## src/rtl/pattern_serializer.sv

```systemverilog
// Serializes a variable-length pattern onto a single registered output, MSB (bit len-1) first.
// Back-to-back patterns chain without a gap by accepting the next one during the final bit.
module pattern_serializer #(
  parameter int   WIDTH      = 8,
  parameter logic IDLE_LEVEL = 1'b0
) (
  input  logic                       clk,
  input  logic                       rstn,
  input  logic [WIDTH-1:0]           data_in,
  input  logic [$clog2(WIDTH):0]     len,
  input  logic                       valid,
  output logic                       ready,
  output logic                       out,
  output logic                       busy,
  output logic                       last
);

  localparam int CW = $clog2(WIDTH) + 1;
  localparam logic [CW-1:0] WIDTH_C = CW'(WIDTH);
  localparam logic [CW-1:0] ONE_C   = CW'(1);
  localparam logic [CW-1:0] TWO_C   = CW'(2);

  typedef enum logic {
    IDLE  = 1'b0,
    SHIFT = 1'b1
  } state_t;

  state_t           state, state_nx;
  logic [WIDTH-1:0] shreg, shreg_nx;
  logic [CW-1:0]    cnt, cnt_nx;
  logic             out_q, out_nx;
  logic             last_q, last_nx;
  logic             accept;
  logic [CW-1:0]    len_eff;
  logic [WIDTH-1:0] aligned;

  // Out-of-range lengths (zero or above WIDTH) fall back to a full-width pattern.
  function automatic logic [CW-1:0] eff_len(input logic [CW-1:0] l);
    if (l == '0 || l > WIDTH_C) begin
      return WIDTH_C;
    end
    return l;
  endfunction

  // Left-justify so the first bit to send sits in the MSB of the shift register.
  function automatic logic [WIDTH-1:0] align(input logic [WIDTH-1:0] d, input logic [CW-1:0] l);
    return d << (WIDTH_C - l);
  endfunction

  assign ready  = (state == IDLE) || last_q;
  assign accept = valid && ready;
  assign out    = out_q;
  assign busy   = (state == SHIFT);
  assign last   = last_q;

  always_ff @(posedge clk or negedge rstn) begin
    if (!rstn) begin
      state  <= IDLE;
      shreg  <= '0;
      cnt    <= '0;
      out_q  <= IDLE_LEVEL;
      last_q <= 1'b0;
    end else begin
      state  <= state_nx;
      shreg  <= shreg_nx;
      cnt    <= cnt_nx;
      out_q  <= out_nx;
      last_q <= last_nx;
    end
  end

  // cnt holds the number of bits still to appear on out, including the one currently shown.
  always_comb begin
    state_nx = state;
    shreg_nx = shreg;
    cnt_nx   = cnt;
    out_nx   = out_q;
    last_nx  = last_q;
    len_eff  = eff_len(len);
    aligned  = align(data_in, len_eff);

    if (accept) begin
      state_nx = SHIFT;
      out_nx   = aligned[WIDTH-1];
      shreg_nx = aligned << 1;
      cnt_nx   = len_eff;
      last_nx  = (len_eff == ONE_C);
    end else if (state == SHIFT) begin
      if (last_q) begin
        state_nx = IDLE;
        out_nx   = IDLE_LEVEL;
        shreg_nx = '0;
        cnt_nx   = '0;
        last_nx  = 1'b0;
      end else begin
        out_nx   = shreg[WIDTH-1];
        shreg_nx = shreg << 1;
        cnt_nx   = cnt - ONE_C;
        last_nx  = (cnt == TWO_C);
      end
    end
  end

endmodule

```

## config.mk

```make
export PLATFORM = sky130hd
export DESIGN_NAME = pattern_serializer
export DESIGN_NICKNAME = d
export VERILOG_FILES = /design/src/rtl/pattern_serializer.sv
export SDC_FILE = /design/constraint.sdc
export NUM_CORES = 1
export LEC_CHECK = 0
export ABC_AREA = 1
export BUFFER_PORTS_ARGS = -buffer_cell sky130_fd_sc_hd__buf_2
export CELL_PAD_IN_SITES_DETAIL_PLACEMENT = 0
export CELL_PAD_IN_SITES_GLOBAL_PLACEMENT = 1
export CORE_ASPECT_RATIO = 1.75
export CORE_UTILIZATION = 42
export CTS_BUF_LIST = sky130_fd_sc_hd__clkbuf_4 sky130_fd_sc_hd__clkbuf_8
export DETAILED_ROUTE_END_ITERATION = 10
export PLACE_DENSITY = 0.79
export SLEW_MARGIN = 30
export SYNTH_ARGS = -nofsm -noshare
export SYNTH_HDL_FRONTEND = slang
export SYNTH_SLANG_ARGS = --single-unit
```

## constraint.sdc

```tcl
create_clock -name clk -period 1.62 [get_ports clk]
set_input_delay 0.162 -clock clk [delete_from_list [all_inputs] [get_ports clk]]
set_output_delay 0.162 -clock clk [all_outputs]
set_load 0.05 [all_outputs]
```

==> metrics.yaml <==
routedWlPerCell_um: 12.5
die_h_um: 71.3
cts_tree: "yes"
path_cells: "nor2_2, nor2_1, nor2_2, inv_1, or2_2, nand2_1, inv_1"
port_buffers: 18
grt_max_degree: 15
p_leak_nw: 0.746
vias_per_cell: 5.38
hold_class: "in -> reg"
maxSlewViolCount: 0
clk_pin_slew_ps: 60
route.vias.total: 1108
n_antenna_cell: 0
insertion_delay_ps: 240
ir_worst_vdd_mv: 0.602
slowest_stage: "dfrtp_2"
cts-htree-levels: 1
grt_pass1_vias: 1124
finalCriticalPeriod_ps: 1470
yosysSeqAreaShare_pct: 30.4
critPathCapture: "shreg[7]"
hold_viol_final: 0
final.setup_skew_ps: 2.34
avgSynthCellArea_um2: 7.73
nets: 200
grt_antenna_before_repair: 0
fillers: 263
wl_mm: 2.58
ys_warn_count: 0
min-delay-start: "valid"
dp_cells: 201
cp_max_fo: 7
critical_path_class: "reg -> reg"
cts-hold-fix-buffers: 1
drtPass1Iterations: 4
final.period_utilization_pct: 90.7
ant_nets: 0
power_density_nw_per_um2: 1320
arrival_ps: 1610
start_util_pct: 45.1
track_usage_pct: 20.6
tightest_slew_ps: 453
critPathLaunch: "last"
start_kind: "flip-flop"
clock_sinks: 14
r2r-start: "last"
drc: 0
fmax_ghz: 0.680
grt_pass1_wl_mm: 4.87
relSlewSlack_pct: 69.7
rows: 24
overflow: 0
setup_viol: 0
synth.distinct_cells: 27
cts_made_buffers: 3
cts_resized: 0
drt_iter0_drc: 13
die_w_um: 41.6
fp.dieArea_um2: 2960
hpwl_mm: 2.18
drive_gt1_share_pct: 38.3
synthCells: 149
rr_worst_depth: 7
final_cell_count_no_fill: 206
syn_area_um2: 1150
cp-end-kind: "flip-flop"
clock_path_buffers: 2
final_core_util_pct: 56.8
rsz0062_at_grt: "false"
ys_ff_latch: 14
drv_cap: 0
core-area_um2: 2550
boundaryPins: 19
crit_required_ps: 1760
cpPeakStageDelay_ps: 430
synth.net_count: 168
status: "completed"
rrSetupSlack_ps: 150
root_buffer: "clkbuf_8"
gp_congestion: 0.838
worstReg2RegEnd: "shreg[7]"
syn_to_final_growth_pct: 25.9
cts_setup_buffers: 0
## critical path, delay by kind of cell (launching register included)
family,cells,cell delay [ps]
buf+inv,2,170
simple gates,5,760
flops,1,430
## state kept, by name (all words and copies together), names as in the netlist
name / cells
out: 1
last: 1
busy: 1
cnt: 4
shreg: 7
## synthesized netlist by cell type (all sizes together)
master | n | area share [%]
a21oi | 13 | 6.3
buf | 4 | 3.6
dfrtp | 14 | 30
ha | 4 | 4.3
inv | 20 | 6.5
nand2 | 37 | 17
nand3 | 23 | 13
nand4 | 9 | 4.9
nor2 | 13 | 6.3
nor3 | 1 | 0.43
o21ai | 3 | 1.3
o221ai | 4 | 3.0
o311ai | 1 | 0.76
or2 | 2 | 1.1
xnor2 | 1 | 1.4
## worst min-delay path by stage
stage / end / slack, ps / cells after the start
after global routing: busy / 130 / 3
after detailed placement: cnt[3] / 80 / 1
after global placement: cnt[3] / 70 / 1
after floorplan: busy / -130 / 0
final: busy / 120 / 3
after CTS: busy / 110 / 3
## layer usage
layer  global-route usage (%)  routed length [µm]  up-vias
li1                         -                   -      564
met1                     23.3                1040      527
met2                     38.9                1470       15
met3                     1.76                  36        2
met4                     7.53                  29        0
met5                        0                   0        -
## layout by cell type (no fill, tap or decap), types with 2 or more instances in the layout
cell       n
nand2_2    8
nor2_1     9
a21oi_1   11
nand2_1   25
dfrtp_2    2
dfrtp_1   12
nand3_1   16
nor2_2     3
ha_4       2
o21ai_0    2
nand3_2    6
buf_4     12
inv_1     17
nand4_1    9
o221ai_1   4
clkbuf_8   4
buf_2     18
ha_1       2
or2_2      2
nand2_4    3
a21oi_2    2
## area by class of cell
type	count	area, µm²	area share, %
Multi-Input combinational cell	111	736	50.8
Timing Repair Buffer	31	190	13.1
Tap cell	26	32.5	2.25
Sequential cell	14	353	24.4
Clock buffer	4	55.1	3.80
Inverter	20	82.6	5.70
## cell families (layout without fill, tap and decap cells)
logic type / Yosys count / count (layout) / synth area share (%)
AND/OR/NAND/NOR: 85 / 85 / 42.3
buffers and inverters: 24 / 55 / 10.1
AO/OA/AOI/OAI: 21 / 21 / 11.4
flip-flops: 14 / 14 / 30.4
adder cells (fa/ha/maj): 4 / 4 / 4.35
XOR/XNOR: 1 / 1 / 1.41
## where the power goes
group          switching (W)  internal [W]
Sequential         0.0000988      0.000491
Combinational       0.000600      0.000390
Clock               0.000121      0.000215
Total               0.000820       0.00110
## stage by stage
stage	hold WS, ps	area (µm²)	setup WS (ps)	TNS (ps)	total power, W
floorplan	-134	1230	3.57	0	0.00133
global placement	70.4	1380	18.0	0	0.00156
detailed placement	77.7	1380	-17.5	-21.7	0.00160
CTS	115	1450	141	0	0.00194
global route	128	1450	14.3	0	0.00209
finish	121	1450	150	0	0.00192
(Power assumes the default switching activity.)
